$ cat src/rtl/fetch_pkg.sv
// fetch_pkg: shared defaults, lane-slice width and FSM state encoding for fetch_scheduler.
package fetch_pkg;
  localparam int LANES_DEF  = 12;
  localparam int DATA_W_DEF = 8;
  localparam int IDX_W_DEF  = 4;
  localparam int SLICE_W    = DATA_W_DEF;
  typedef enum logic [1:0] {IDLE, ISSUE, CAPTURE, OUT} state_t;
endpackage

$ cat src/rtl/fetch_scheduler_rr_pick.sv
// rr_pick: combinational round-robin search from ptr upward, wrapping at LANES-1.
module rr_pick #(
  parameter int LANES = 12,
  parameter int IDX_W = 4
) (
  input  logic [LANES-1:0] elig,
  input  logic [IDX_W-1:0] ptr,
  output logic             found,
  output logic [IDX_W-1:0] idx
);
  always_comb begin
    found = 1'b0;
    idx   = '0;
    // descending scan so the lane closest to ptr is written last and wins
    for (int i = LANES - 1; i >= 0; i--) begin
      int c;
      c = (int'(ptr) + i >= LANES) ? int'(ptr) + i - LANES : int'(ptr) + i;
      if (elig[c]) begin
        found = 1'b1;
        idx   = IDX_W'(c);
      end
    end
  end
endmodule

$ cat src/rtl/fetch_scheduler.sv
// fetch_scheduler: round-robin one-word-at-a-time forwarder from a multi-lane fetcher.
// Define FETCH_SCHED_CNT_EN to add the 16-bit word_cnt handshake counter output.
module fetch_scheduler
  import fetch_pkg::*;
#(
  parameter int LANES  = LANES_DEF,
  parameter int DATA_W = SLICE_W,
  parameter int IDX_W  = IDX_W_DEF
) (
  input  logic                clk,
  input  logic                rst,
  input  logic [LANES-1:0]    lane_empty,
  input  logic [LANES*DATA_W-1:0] lane_data,
  input  logic [LANES-1:0]    lane_mask,
  output logic [LANES-1:0]    lane_read,
  output logic                out_valid,
  input  logic                out_ready,
  output logic [DATA_W-1:0]   out_data,
  output logic [IDX_W-1:0]    out_lane
`ifdef FETCH_SCHED_CNT_EN
  ,
  output logic [15:0]         word_cnt
`endif
);
  state_t state_q, state_d;
  logic [IDX_W-1:0]  g_q, g_d, p_q, p_d, pick_idx;
  logic [LANES-1:0]  lane_read_q, lane_read_d, elig;
  logic              out_valid_q, out_valid_d, found, grant;
  logic [DATA_W-1:0] out_data_q, out_data_d;
  logic [IDX_W-1:0]  out_lane_q, out_lane_d;

  assign elig = ~lane_empty & lane_mask;

  rr_pick #(.LANES(LANES), .IDX_W(IDX_W)) u_pick (
    .elig (elig),
    .ptr  (p_q),
    .found(found),
    .idx  (pick_idx)
  );

  always_ff @(posedge clk or negedge rst)
    if (!rst) state_q <= IDLE;
    else      state_q <= state_d;

  always_comb begin
    state_d = (state_q == IDLE)    ? (found ? ISSUE : IDLE) :
              (state_q == ISSUE)   ? CAPTURE :
              (state_q == CAPTURE) ? OUT :
              (out_ready ? IDLE : OUT);
  end

  // eligibility only matters in IDLE; later states run to completion regardless
  always_comb begin
    grant       = (state_q == IDLE) && found;
    g_d         = grant ? pick_idx : g_q;
    p_d         = grant ? ((int'(pick_idx) == LANES - 1) ? '0 : pick_idx + 1'b1) : p_q;
    lane_read_d = grant ? (LANES'(1) << pick_idx) : '0;
    out_valid_d = (state_q == CAPTURE) ? 1'b1 : (state_q == OUT && out_ready) ? 1'b0 : out_valid_q;
    out_data_d  = (state_q == CAPTURE) ? lane_data[int'(g_q)*DATA_W +: DATA_W] : out_data_q;
    out_lane_d  = (state_q == CAPTURE) ? g_q : out_lane_q;
  end

  always_ff @(posedge clk or negedge rst)
    if (!rst) begin
      g_q         <= '0;
      p_q         <= '0;
      lane_read_q <= '0;
      out_valid_q <= 1'b0;
      out_data_q  <= '0;
      out_lane_q  <= '0;
    end else begin
      g_q         <= g_d;
      p_q         <= p_d;
      lane_read_q <= lane_read_d;
      out_valid_q <= out_valid_d;
      out_data_q  <= out_data_d;
      out_lane_q  <= out_lane_d;
    end

  assign lane_read = lane_read_q;
  assign out_valid = out_valid_q;
  assign out_data  = out_data_q;
  assign out_lane  = out_lane_q;

`ifdef FETCH_SCHED_CNT_EN
  logic [15:0] word_cnt_q;
  always_ff @(posedge clk or negedge rst)
    if (!rst)                          word_cnt_q <= '0;
    else if (out_valid_q && out_ready) word_cnt_q <= word_cnt_q + 16'd1;
  assign word_cnt = word_cnt_q;
`endif
endmodule

$ cat config.mk
export PLATFORM = sky130hd
export DESIGN_NAME = fetch_scheduler
export DESIGN_NICKNAME = d
export VERILOG_FILES = /design/src/rtl/fetch_pkg.sv /design/src/rtl/fetch_scheduler_rr_pick.sv /design/src/rtl/fetch_scheduler.sv
export SDC_FILE = /design/constraint.sdc
export NUM_CORES = 1
export LEC_CHECK = 0
export ABC_AREA = 1
export CAP_MARGIN = 15
export CORE_MARGIN = 5
export CORE_UTILIZATION = 51
export CTS_CLUSTER_SIZE = 40
export DETAILED_ROUTE_END_ITERATION = 8
export GPL_TIMING_DRIVEN = 0
export HOLD_SLACK_MARGIN = 0.06
export PLACE_DENSITY = 0.89
export SLEW_MARGIN = 20
export SYNTH_ARGS = -nofsm -noshare
export SYNTH_HDL_FRONTEND = slang
export SYNTH_SLANG_ARGS = --single-unit
$ cat constraint.sdc
create_clock -name clk -period 5.6 [get_ports clk]
set_clock_uncertainty 0.05 [all_clocks]
set_input_delay 1.12 -clock clk [delete_from_list [all_inputs] [get_ports clk]]
set_output_delay 1.12 -clock clk [all_outputs]
set_load 0.03 [all_outputs]
# Word level (Yosys, flattened, before mapping)
# Cells that the tools add are included.
# totals
memories,0
out_inout_bits,25
romBits,0
latch_bits,0
ff_bits,35
input_bits,123
wordCells,148
ram_bits,0
# op_classes
shifts,2
n_eq_ne,4
magnitude_cmp,24
addsub,24
bitwise_logic,2
mul,0
muxes,81
reduce_logical,4
n_div,0
# ops
cell,n
$lt A32 B6 Y1 const B,12
$mux W32,12
$sub A32 B5 Y32 const B,11
$ge A32 B5 Y1 const B,10
$shiftx A96 B8 Y8,1
$mux W4,13
$bmux W1 S4,12
$mux W1,39
$add A4 B3 Y5 const B,4
$add A4 B4 Y5 const B,4
$and A12 B12 Y12,1
$mux W12,1
$not A12 Y12,1
$shl A1 B4 Y12 const A,1
$add A4 B2 Y5 const B,2
$mux W2,4
$add A4 B1 Y5 const B,1
$ge A5 B4 Y1 const B,1
$sub A4 B4 Y5 const B,1
$add A4 B1 Y4 const B,1
$eq A2 B2 Y1 const B,2
$eq A4 B4 Y1 const B,1
$ge A4 B4 Y1 const B,1
$eq A2 B1 Y1 const B,1
3 further kinds,4

# Logic depth before layout (Yosys ltp)
# Gate-level depths: netlist of run 1.
# depth
depth_word,20
mapped_depth,35
mapped_depth_nobuf,34

# Hierarchy
# From an unflattened synthesis of run 1, not the netlist that was laid out.
# unflattened
hier_cells,805
hier_area_um2,4611.9
# modules_own_cells
module,area_each_um2,seq_area_each_um2,instances,cells_per_inst
fetch_scheduler,2529.9,875.8,1,412
rr_pick,2082.0,0.0,1,393

# Worst setup path after synthesis of run 1
# No wires, ideal clock.
# synth_path
path_type,register to register
startpoint,register p_q[2]
endpoint,register p_q[2]
required_time_ns,5.433
arrival_time_ns,3.294
slack_ns,2.139
setup_ns,0.117
path_stages_with_launch,29
synth_period_minus_slack_ns,3.461
n_path_buf,1
path_cell_list,dfrtp_1 -> clkbuf_8 -> inv_1 -> ha_1 -> inv_1 -> ha_1 -> nor2_1 -> o21ai_0 -> or2_2 -> o21ai_1 -> nand3_1 -> nand2_2 -> nand2_1 -> nand2_1 -> inv_1 -> nand2_1 -> nand2_1 -> nand2_1 -> nand2_1 -> nand2_1 -> nand2_1 -> nand2_1 -> nand2_4 -> nand2_2 -> inv_1 -> ha_1 -> inv_1 -> nand3_1 -> nand2_1
# synth_between
elab_chain_cells,20
elab_cells_between_ends,111
classes_between,24 x add/sub; 12 x order compare; 1 x eq/ne; 73 x mux; 1 x reduce/logical
# synth_rtl
item,line_no,rtl
start: declaration,fetch_scheduler.sv:26,"logic [IDX_W-1:0] g_q, g_d, p_q, p_d, pick_idx;"
start signal: assignment,fetch_scheduler.sv:73,p_q <= p_d;
$add A4 B4 Y5,fetch_scheduler_rr_pick.sv:17,c = (int'(ptr) + i >= LANES) ? int'(ptr) + i - LANES : int'(ptr) + i;
$sub A32 B5 Y32 / $ge A5 B4 Y1 (equally long branches),fetch_scheduler_rr_pick.sv:17,
$mux W32,fetch_scheduler_rr_pick.sv:17,
$bmux W1 S4,fetch_scheduler_rr_pick.sv:18,if (elig[c]) begin
$mux W1 (not written as such) (2 in series),fetch_scheduler_rr_pick.sv:18,
$mux W4 (12 in series),fetch_scheduler_rr_pick.sv:18,
$add A4 B1 Y4 / $eq A4 B4 Y1 (equally long branches),fetch_scheduler.sv:56,p_d = grant ? ((int'(pick_idx) == LANES - 1) ? '0 : pick_idx + 1'b1) : p_q;
$mux W4,fetch_scheduler.sv:56,
# Parallel ways exist; a longest one is shown, timed or not. The select of a mux whose other input is x is not followed.
# A chain may end at the register's enable or synchronous reset.

# Final worst setup path of run 1
# layout_path
startpoint,register p_q[0]
endpoint,register p_q[2]
# The elaborated chain is that of the path after synthesis.

==> metrics.md, run 1 <==
| Metric | Value |
|---|---|
| Post-Syn Area | `between 4000 and 5000 um^2` |
| Total CTS buffers | `5` |
| Rel. slew slack | `0.4941` |
| # DRC | `0` |
| Global-route wire length before repair | `25,340 um` |
| Total global-route track usage | `0.3114` |
| Crit Path Class | `reg -> reg` |
| Complex-gate fraction of the synthesized area | `0.1938` |
| Yosys warns | `0` |
| Setup violators final | `0` |
| Initial antenna violation count | `0` |
| Synth Area in XOR/XNOR | `0.03999` |
| Main area contributors after synthesis | `dfrtp_1, nand2_1, nand3_1, o21ai_0, nor2_1` |
| Yosys top cell area share | `0.2058` |
| Max-slew violation count | `0` |
| Primary FF master, synth | `dfrtp_1` |
| FF+latch count, synth | `35` |
| Synth Area in Adders | `0.06175` |
| RD Place Congestion | `around 1.1` |
| Critical path capture point type | `flop` |
| TritonCTS clock tree | `done` |
| Synth Area in Simple Gates | `0.3840` |
| Routed via count | `approximately 5,500` |
| Post-route ant nets | `0` |
| Layout Nets | `1,012` |
| Clock Latency Late Sink | `~0.29 ns` |
| Syn Inst Count | `714` |
| Crit path launch type | `flop` |
| Count of cell types in the netlist | `40` |
| Post-synth ARST share | `1.000` |
| Worst-Margin Slew | `around 0.76 ns` |
| Setup TNS | `0 ns` |
| Area Overhead vs Synth | `40.66%` |
| Most numerous cell in the Yosys netlist | `nand2_1` |
| Hpwl dp | `approximately 14,000 um` |
| Clock root cell | `clkbuf_8` |
| Unrepaired setup endpoints after global routing | `no` |
| Core area | `slightly above 8000 um^2` |
| DR iter-0 viols | `395` |
| CP arrival | `around 4.4 ns` |
| Die Wd | `101.3 um` |
| Max incr delay on CP | `0.46 ns` |
| Status | `complete, no violations` |
| WL final | `approximately 17,000 um` |
| Pin count of the biggest net entering global routing | `36` |
| Die Y | `around 100 um` |
| Post-synth top area cell | `dfrtp_1` |
| # hold bufs at CTS | `0` |
| Crit share post-route | `0.7620` |
| Mux cell area share after synthesis | `0` |
| Vias/cell | `roughly 5.7` |
| Final Hold Fails | `0` |
| Worst path most repeated cell | `nand2_1` |
| Number of global-route vias before repair | `around 5,200` |
| Clock Pin Slew Worst Setup and Hold Paths | `about 0.07 ns` |
| Port-buffer cells | `roughly 150` |
| Commonest cells post-synth | `nand2_1, nand3_1, nor2_1, inv_1, o21ai_0` |
| Mapped Nets | `858` |
| Hold/Removal Path Class | `reg -> reg` |
| Total gr overflow | `0` |
| Max Fclk | `234.3 MHz` |
| Max Cap Viol | `0` |
| Cell at the slowest stage of the critical path | `dfrtp_1` |
| # clock sinks | `35` |
| Largest family of logic cells by synthesized area | `simple AND/OR/NAND/NOR gates` |
| Starting Density | `0.5205` |
| Die area | `between 10,000 and 15,000 um^2` |
| Seq/Total Area, Yosys | `0.2058` |
| TritonRoute pass-1 iters | `5` |
| Post-synth EDFFs | `0` |
| WL per Instance | `between 15 and 20 um` |
| H-tree depth | `2` |
| Crit-path max FO | `10` |
| Largest buffer count on any clock path | `2` |
| Post-CTS setup buffers | `0` |
| ANT cells | `0` |
| Cts repair resizes | `0` |
| Share of cells above drive strength 1 | `0.06099` |
| Required time of the worst setup path | `around 5.7 ns` |
| Row count | `33` |
| Min cycle time layout | `4.267 ns` |
| Synth Area per Inst | `around 6.0 um^2` |
| IO Count | `about 150` |
## stage by stage
step	setup WS (ns)	std cells	area (um^2)	util	hold slack [ns]
floorplan	2.139	714	4255	-	0.3966
global placement	1.568	966	5858	0.7166	0.4138
detailed placement	1.444	966	5853	0.7159	0.4196
CTS	1.417	974	5986	0.7322	0.4307
global route	0.9413	974	5986	0.7322	0.4515
finish	1.333	974	5986	0.7322	0.4256
## state kept, by name (all words and copies together), names as in the netlist
name	cells
out_valid	1
lane_read	12
g_q	4
out_lane	4
out_data	8
p_q	4
state_q	2
## worst paths after layout
kind / startpoint / end / slack [ns] / cells past startpoint
worst max-delay path: p_q[0] / p_q[2] / 1.33 / 25
worst min-delay path: state_q[1] / state_q[1] / 0.43 / 1
worst max register to register: p_q[0] / p_q[2] / 1.33 / 25
worst min register to register: state_q[1] / state_q[1] / 0.43 / 1
max in group asynchronous: rst / out_data[3] / 4.16 / 1
min in group asynchronous: rst / out_lane[1] / 0.84 / 1
## final cells by class
type	count	area, um^2
Tap cell	105	131.4
Buffer	25	132.6
Timing Repair Buffer	147	1466
Fill cell	681	2190
Clock inverter	2	60.06
Multi-Input combinational cell	560	2892
Inverter	94	355.3
Sequential cell	35	875.8
Clock buffer	6	72.57
## cell usage in the layout, fill, tap and decap left out, drive strengths merged, types with 21 or more instances in the layout
cell type      synthesis  layout
a21oi                 23      23
dfrtp                 35      35
nor2                  88      88
inv                   92      92
o21ai                 86      86
clkbuf                20      26
nand2                187     187
clkdlybuf4s50          0     146
nand3                 92      92
ha                    21      21
## metal layers
layer,GRT usage,up-vias,share of wire
met4,0.09918,0,0.028
met2,0.5689,294,0.50
met5,0,-,0
met1,0.3669,2527,0.38
li1,-,2661,-
met3,0.05647,39,0.092
## cells by family (layout without fill, tap and decap cells)
family                   count (synthesis)  count (layout)
flip-flops                              35              35
XOR/XNOR                                13              13
adder cells (fa/ha/maj)                 21              21
AND/OR/NAND/NOR                        381             381
AO/OA/AOI/OAI                          145             145
buffers and inverters                  119             274
## worst max-delay path: cells and delay by family (launching register included)
family                   cells  cell delay, ns
XOR/XNOR                     2            0.51
buffers and inverters        4            0.62
AO/OA/AOI/OAI                3            0.50
adder cells (fa/ha/maj)      3            0.84
flip-flops                   1            0.46
AND/OR/NAND/NOR             13            1.16
Power of run 1 is left out: the tool's default activity adds up to more than one toggle a clock period on the data nets, which glitch-free logic cannot reach.
==> run 2, diff against run 1 <==
--- a/config.mk
+++ b/config.mk
@@ -8,12 +8,12 @@
 export ABC_AREA = 1
 export CAP_MARGIN = 15
 export CORE_MARGIN = 5
-export CORE_UTILIZATION = 51
+export CORE_UTILIZATION = 42
 export CTS_CLUSTER_SIZE = 40
 export DETAILED_ROUTE_END_ITERATION = 8
 export GPL_TIMING_DRIVEN = 0
 export HOLD_SLACK_MARGIN = 0.06
-export PLACE_DENSITY = 0.89
+export PLACE_DENSITY = 0.78
 export SLEW_MARGIN = 20
 export SYNTH_ARGS = -nofsm -noshare
 export SYNTH_HDL_FRONTEND = slang
==> constraint.sdc (replaced) <==
create_clock -name clk -period 3.8 [get_ports clk]
set_clock_uncertainty 0.05 [all_clocks]
set_input_delay 0.76 -clock clk [delete_from_list [all_inputs] [get_ports clk]]
set_output_delay 0.76 -clock clk [all_outputs]
set_load 0.03 [all_outputs]
==> metrics.md, run 2 (synthesized netlist as in run 1, its figures left out) <==
| Metric | Value |
|---|---|
| Setup violators final | `0 (unchanged)` |
| WL per Instance | `17.95 um (+5.1%)` |
| Clock Latency Late Sink | `0.30 ns (about the same)` |
| IO Count | `148 (unchanged)` |
| Total CTS buffers | `5 (unchanged)` |
| Min cycle time layout | `3.729 ns (-0.5385 ns)` |
| Hold_ws | `0.3567 ns (-0.06886 ns)` |
| Max Fclk | `268.2 MHz (+14%)` |
| Row count | `36 (+9.1%)` |
| Total global-route track usage | `0.2735 (-0.03792)` |
| Global-route wire length before repair | `27,530 um (+8.7%)` |
| RD Place Congestion | `0.9730 (-8.7%)` |
| Die Wd | `110.7 um (+9.2%)` |
| DR iter-0 viols | `583 (+48%)` |
| Unrepaired setup endpoints after global routing | `yes` |
| Max Cap Viol | `0 (unchanged)` |
| Hold/Removal Path Class | `in -> async` |
| Core area | `9819 um^2 (+20%)` |
| Area Overhead vs Synth | `59.13%` |
| Number of global-route vias before repair | `5,281 (+1.5%)` |
| Worst path most repeated cell | `nand2_1` |
| Hpwl dp | `14,450 um (+6.9%)` |
| # DRC | `0 (unchanged)` |
| Largest buffer count on any clock path | `2 (unchanged)` |
| Cell at the slowest stage of the critical path | `dfrtp_2` |
| Placed cell areas | `5908 um^2 (+0.94%)` |
| WL final | `18,580 um (+12%)` |
| Port-buffer cells | `147 (unchanged)` |
| Initial antenna violation count | `0 (unchanged)` |
| Vias/cell | `5.540 (-2.3%)` |
| # hold bufs at CTS | `0 (unchanged)` |
| Crit path launch type | `flop` |
| Crit-path max FO | `5 (-5)` |
| Post-route ant nets | `0 (unchanged)` |
| Required time of the worst setup path | `3.98 ns (-1.75 ns)` |
| Starting Density | `0.4334 (-0.08715)` |
| Crit Path Class | `reg -> reg` |
| Largest register FFs | `12 (unchanged)` |
| Max-slew violation count | `0 (unchanged)` |
| Share of cells above drive strength 1 | `0.1929 (+0.1319)` |
| Clock root cell | `clkbuf_8` |
| Layout Nets | `1,045 (+3.3%)` |
| Most common cell after layout, fill and taps aside | `nand2_1` |
| Post-route design area | `6771 um^2 (+13%)` |
| Die area | `12,240 um^2 (+19%)` |
| Crit share post-route | `0.9813 (+0.2193)` |
| TritonCTS clock tree | `done` |
| Worst-Margin Slew | `0.5811 ns (-0.1777 ns)` |
| Status | `complete, no violations` |
| CP arrival | `3.91 ns (-0.48 ns)` |
| Max incr delay on CP | `0.46 ns (about the same)` |
| Routed via count | `5,734 (+3.9%)` |
| Final Hold Fails | `0 (unchanged)` |
| Critical path capture point type | `flop` |
| ANT cells | `0 (unchanged)` |
| Total gr overflow | `0 (unchanged)` |
| Most frequent cells in the layout | `nand2_1, clkdlybuf4s50_1, nor2_1, nand3_1, o21ai_0` |
| Pin count of the biggest net entering global routing | `36 (unchanged)` |
| TritonRoute pass-1 iters | `5 (unchanged)` |
| Die Y | `110.7 um (+9.2%)` |
| # clock sinks | `35 (unchanged)` |
| H-tree depth | `2 (unchanged)` |
| Clock Pin Slew Worst Setup and Hold Paths | `0.08 ns (about the same)` |
| Rel. slew slack | `0.6085 (+0.1144)` |
==> run 2: worst paths after layout <==
kind / slack, ns / from / cells after the start / to
max reg2reg: 0.07 / p_q[2] / 34 / lane_read[9]
max in group asynchronous: 3.16 / rst / 2 / p_q[1]
min: 0.36 / rst / 2 / lane_read[10]
min reg2reg: 0.44 / state_q[1] / 1 / state_q[1]
max: 0.07 / p_q[2] / 34 / lane_read[9]
min in group clk: 0.44 / state_q[1] / 1 / state_q[1]
==> run 2: through the flow <==
step,setup TNS [ns],utilization,setup WS [ns],instances
6_report,0,0.6896,0.07106,1035
5_1_grt,-0.7919,0.6896,-0.1170,1035
4_1_cts,0,0.6265,0.01112,1008
3_5_place_dp,-2.430,0.6017,-0.3254,995
3_3_place_gp,-1.423,0.6002,-0.2521,994
2_1_floorplan,0,-,0.3387,714
==> run 2: worst max-delay path: cells and delay by family (launching register included) <==
kind | cells | cell delay, ns
AOI/OAI and AO/OA | 1 | 0.10
DFF | 1 | 0.46
adders and majority gates | 2 | 0.34
xor gates and xnor gates | 1 | 0.20
and+or+nand+nor | 24 | 1.77
buffers and inverters | 6 | 0.72
==> run 2: area by class of cell <==
type	count	area (um^2)
Multi-Input combinational cell	560	3337
Fill cell	835	3048
Timing Repair Buffer	181	1750
Sequential cell	35	879.6
Inverter	94	371.6
Tap cell	133	166.4
Buffer	24	153.9
Clock buffer	5	68.82
Clock inverter	3	43.79
==> run 2: repair_timing <==
item,in CTS,in global routing
pin swaps,3,47
buffers inserted,6,27
setup endpoints to repair,20,20
gates resized for setup,21,110
==> run 2: routing by layer <==
layer | vias to the layer above | wire (um) | GRT usage
li1 | 2724 | - | -
met1 | 2685 | 7669 | 0.3420
met2 | 289 | 9123 | 0.4757
met3 | 36 | 1300 | 0.04694
met4 | 0 | 486 | 0.09031
met5 | - | 0 | 0
Power of run 2 is left out for the same reason.
==> edit 1: new RTL, flow settings as in run 1 <==
Add a define of `FETCH_SCHED_CNT_EN`.
--- a/src/rtl/fetch_scheduler.sv
+++ b/src/rtl/fetch_scheduler.sv
@@ -1,5 +1,7 @@
 // fetch_scheduler: round-robin one-word-at-a-time forwarder from a multi-lane fetcher.
 // Define FETCH_SCHED_CNT_EN to add the 16-bit word_cnt handshake counter output.
+`define FETCH_SCHED_CNT_EN
+
 module fetch_scheduler
   import fetch_pkg::*;
 #(
Formal check against the unedited RTL (old outputs only; new: word_cnt): equivalent (equiv_simple and equiv_induct, registers matched by name and starting in step).
==> edit 1 against run 1 <==
  * Sequential cell count is 16 higher
  * Design area is 15% higher
  * Routed wire length rose by 3.9%
  * Global-route usage is 2.4 points lower
  * Area after synthesis grew 15%
  * Setup slack got worse by 0.31 ns
  * Highest routed layer unchanged
Power is not shown: default switching activity piles up to over one toggle a cycle in this logic, so the estimate is an artifact.
==> edit 1: results (changes against run 1) <==
Layout
  – Multi-input logic portion of the cell area: 45.4% (was 48.3%)
  – Ant diodes: 1 (was 0)
  – Sequential share of cell area: 18.6% (was 14.6%)
  – Comb_multi_in: 589 (was 560)
  – Bufs w/o clock: 192 (was 172)
  – Non-clock inverter count: 102 (was 94)
  – Reg area: 0.00128 sq mm (was 876 sq um)

Logic synthesis
  – Xor-xnor portion of the synthesized cell area: 5.38% (was 4.00%)
  – Area contributors post-synth: dfrtp_1 (26%), nand2_1 (15%), nand3_1 (7.8%), nor2_1 (6.7%), ha_1 (6.6%) (was dfrtp_1 (21%), nand2_1 (16%), nand3_1 (10%), o21ai_0 (9.3%), nor2_1 (7.7%))
  – Seq/Total Area, Yosys: 26.0% (was 20.6%)
  – Most frequent cells after synthesis: nand2_1 (195), nor2_1 (88), inv_1 (85) (was nand2_1 (178), nand3_1 (88), nor2_1 (87))
  – #FFs+latches synth: 51 (was 35)

Critical path
  – Reg2Reg Setup Slack: 1.02 ns (was 1.33 ns)
  – Crit path DAT: 4.73 ns (was 4.39 ns)

Global routing
  – Largest net degree at the start of global routing: 25 (was 36)
  – Number of antenna violations at the first check in global routing: 1 (was 0)
  – GRT Total Usage: 28.7% (was 31.1%)
  – First-pass GRT wire length: 27,000 microns (was 25,300 microns)
  – Vias in the first global route: 5,586 (was 5,204)

Drt
  – Iter 0 DRT Violations: 431 (was 395)
  – DR vias: 5,850 (was 5,521)
  – Routed length per instance: 16.1 microns (was 17.1 microns)

STA
  – Least-Margin Pin Slew: 0.522 ns (was 0.759 ns)

Hold path
  – Min-Delay Startpoint: word_cnt[14] (was state_q[1])

Placed design
  – RePlAce Congestion: 0.965 (was 1.07)
  – Dpl cell area: 0.00675 sq mm (was 0.00585 sq mm)

Outcome
  – Outcome: completed (unchanged)

Clock network
  – Worst-path clk slew: 0.09 ns (was 0.07 ns)
[edit 1: changes by cell type after synthesis, sizes merged, moves of 5 or more]
cell   delta
nand2    +20
xor2      +8
ha        +5
nand3    -13
a21oi     -5
inv       +9
dfrtp    +16
nand4     +6
[edit 1: kinds of logic after synthesis]
kind of cell / Yosys count
xor+xnor: 25
compound gates: 143
simple gates: 395
fa+ha+maj: 26
buf+inv: 129
flops: 51
[edit 1: critical path, delay by kind of cell (launching register included)]
kind,cells,cell delay (ns)
XOR/XNOR,2,0.66
buffers and inverters,7,0.95
AO/OA/AOI/OAI,2,0.15
adder cells (fa/ha/maj),4,0.99
AND/OR/NAND/NOR,16,1.21
flip-flops,1,0.46
[edit 1: through the flow]
stage          hold slack (ns)  worst slack, ns
2_1_floorplan            0.432             1.82
5_1_grt                  0.472            0.654
3_5_place_dp             0.439             1.10
6_report                 0.452             1.02
3_3_place_gp             0.413             1.17
4_1_cts                  0.452             1.07
[edit 1: worst max path at each step]
stage / slack (ns) / end / cells past startpoint / start
5_1_grt: 0.65 / p_q[2] / 32 / p_q[1]
3_3_place_gp: 1.17 / p_q[2] / 31 / p_q[1]
6_report: 1.02 / p_q[2] / 31 / p_q[1]
4_1_cts: 1.07 / p_q[2] / 31 / p_q[1]
2_1_floorplan: 1.82 / p_q[2] / 31 / p_q[1]
3_5_place_dp: 1.10 / p_q[2] / 31 / p_q[1]
[edit 1: per-layer routing]
layer / track usage (%) / up-vias / part of all wire, %
met5: 0 / - / 0
met4: 10.3 / 0 / 3.5
met3: 5.91 / 44 / 8.8
met2: 51.3 / 264 / 48
met1: 34.1 / 2687 / 40
li1: - / 2855 / -
==> edit 2: new RTL, config.mk and constraints of run 1 <==
Without the edit above. The 4 states of `state_t` get a Gray code encoding in 2 bits.
--- a/src/rtl/fetch_pkg.sv
+++ b/src/rtl/fetch_pkg.sv
@@ -4,6 +4,6 @@
   localparam int DATA_W_DEF = 8;
   localparam int IDX_W_DEF  = 4;
   localparam int SLICE_W    = DATA_W_DEF;
-  typedef enum logic [1:0] {IDLE, ISSUE, CAPTURE, OUT} state_t;
+  typedef enum logic [1:0] {IDLE = 2'b00, ISSUE = 2'b01, CAPTURE = 2'b11, OUT = 2'b10} state_t;
 endpackage
 
Function: same outputs for any inputs over 4 cycles, from zero or initial values and one cycle with rst low; so few cycles prove little.
==> edit 2 against run 1 <==
  * Sequential cell count unchanged
  * Design area shrank 0.77%
  * Global-route usage decreased by 0.19 points
  * Sequential share of layout area grew 0.11 points
  * Area after synthesis hardly changed
  * Setup slack got worse by 0.24 ns
  * Routed wire length down 3.3%
Power is left out: the tool's default activity adds up to more than one toggle a clock period on the data nets, which glitch-free logic cannot reach.
==> edit 2: results (changes against run 1) <==
Critical path
  – Worst reg-to-reg path cell count: 28 (was 25)
  – Reg2Reg Launch Point: p_q[1] (was p_q[0])
  – CP max FO: 13 (was 10)
  – Reg2Reg Setup Slack: 1.09 ns (was 1.33 ns)
  – Critical Path Max Stage Delay: 0.42 ns (was 0.46 ns)
  – Crit path DAT: 4.68 ns (was 4.39 ns)
  – R2r endpoint: p_q[2] (unchanged)
  – Kind of cell adding the most delay to the critical path: simple AND/OR/NAND/NOR gates (unchanged)
  – Crit path max-delay cell type: dfrtp_1 (unchanged)

Drt
  – Iter 0 DRT Violations: 416 (was 395)
  – Met3 wire len: 1380 microns (was 1530 microns)
  – Met1 wire length: 5840 microns (was 6360 microns)
  – Met2 WL post-DR: 7890 microns (was 8290 microns)
  – Post-Route WL: 16,100 microns (was 16,600 microns)
  – 1st-pass router iterations: 7 (was 5)
  – Vias/cell: 5.62 (was 5.67)

Logic synthesis
  – Synth warn: 0 (unchanged)
  – Synth Area in Adders: 7.06% (was 6.17%)
  – Most frequent cells after synthesis: nand2_1 (160), nor2_1 (91), inv_1 (83) (was nand2_1 (178), nand3_1 (88), nor2_1 (87))
  – Area contributors post-synth: dfrtp_1 (21%), nand2_1 (14%), o21ai_0 (9.1%), nor2_1 (8.0%), nand3_1 (7.9%) (was dfrtp_1 (21%), nand2_1 (16%), nand3_1 (10%), o21ai_0 (9.3%), nor2_1 (7.7%))
  – Seq/Total Area, Yosys: 20.6% (about the same)
  – Mux cell area share after synthesis: 0.235% (was 0%)
  – Post-synth cell types: 42 (was 40)
  – Post-synthesis net count: 843 (was 858)
  – Xor-xnor portion of the synthesized cell area: 4.82% (was 4.00%)
  – Most used DFF post-synth: dfrtp_1 (unchanged)
  – Compound-Gate Fraction of Synth Area: 21.0% (was 19.4%)

Global routing
  – First-pass GRT wire length: 25,400 microns (was 25,300 microns)
  – Met3 usage: 4.06% (was 5.65%)
  – Met2 Resource Use GR: 56.3% (was 56.9%)
  – Routing usage on met1: 34.1% (was 36.7%)
  – GRT Total Usage: 30.9% (was 31.1%)
  – Vias in the first global route: 5,310 (was 5,204)

Placed design
  – RePlAce Congestion: 0.978 (was 1.07)
  – Port buffer count: 147 (unchanged)
  – Hpwl dp: 13,000 microns (was 13,500 microns)

STA
  – Least-Margin Pin Slew: 0.743 ns (was 0.759 ns)
  – Slew Viols, Final: 0 (unchanged)

Layout
  – Largest register FFs: 12 (unchanged)
  – Final #Nets: 997 (was 1,012)
  – Share of cells above drive strength 1: 6.94% (was 6.10%)
  – Fillers: 672 (was 681)

Outcome
  – Outcome: completed (unchanged)

Clock network
  – Worst-path clk slew: 0.07 ns (about the same)
  – Worst-Skew Late Latency: about 0.28 ns
  – Post-CTS Setup Inserts: 0 (unchanged)
  – Max Buffers Root-to-Sink: 2 (unchanged)
  – H-tree depth: 2 (unchanged)

Hold path
  – Min-Delay Startpoint: out_lane[0] (was state_q[1])
  – Hold crit path type: reg2reg (unchanged)
  – Hold path depth: 2 (was 1)
  – Hold worst-path end: out_lane[0] (was state_q[1])
## edit 2: cell count changes in the layout (fill, tap and decap cells not counted), moves of 4 or more
cell            run 1  this run
nor2_1             87        91
o21ai_1             7        12
o21ai_2             0         4
nand2_1           178       160
nand3_1            88        67
buf_6               0         5
## edit 2: cell type report
cell class | count | area [sq um] | share of cell area (%)
Multi-Input combinational cell | 539 | 2870 | 48.2
Clock inverter | 1 | 5.00 | 0.0843
Inverter | 95 | 359 | 6.05
Sequential cell | 35 | 876 | 14.7
Timing Repair Buffer | 147 | 1470 | 24.7
Clock buffer | 6 | 82.6 | 1.39
Buffer | 27 | 154 | 2.59
Tap cell | 105 | 131 | 2.21
## edit 2: worst max path at each step
| stage | from | end | slack (ns) | cells after the start |
|---|---|---|---|---|
| after global placement | p_q[1] | p_q[2] | 1.27 | 29 |
| after global routing | p_q[1] | p_q[2] | 0.75 | 30 |
| after detailed placement | p_q[1] | p_q[2] | 1.17 | 30 |
| after CTS | p_q[1] | p_q[2] | 1.15 | 30 |
| after floorplan | p_q[1] | p_q[2] | 1.88 | 29 |
| final | p_q[1] | p_q[2] | 1.09 | 28 |
## edit 2: per-stage QoR
stage,worst slack [ns],instances,instance area [sq um],hold WS (ns)
2_1_floorplan,1.88,696,4250,0.422
3_3_place_gp,1.27,948,5860,0.421
3_5_place_dp,1.17,948,5850,0.430
4_1_cts,1.15,955,5940,0.446
5_1_grt,0.748,955,5940,0.470
6_report,1.09,955,5940,0.441
## edit 2: worst register-to-register path: cells and delay by family (launching register included)
kind,cells,cell delay [ns]
adder cells (fa/ha/maj),4,1.10
AND/OR/NAND/NOR,15,1.45
AO/OA/AOI/OAI,1,0.10
buffers and inverters,7,0.97
flip-flops,1,0.42
XOR/XNOR,1,0.36
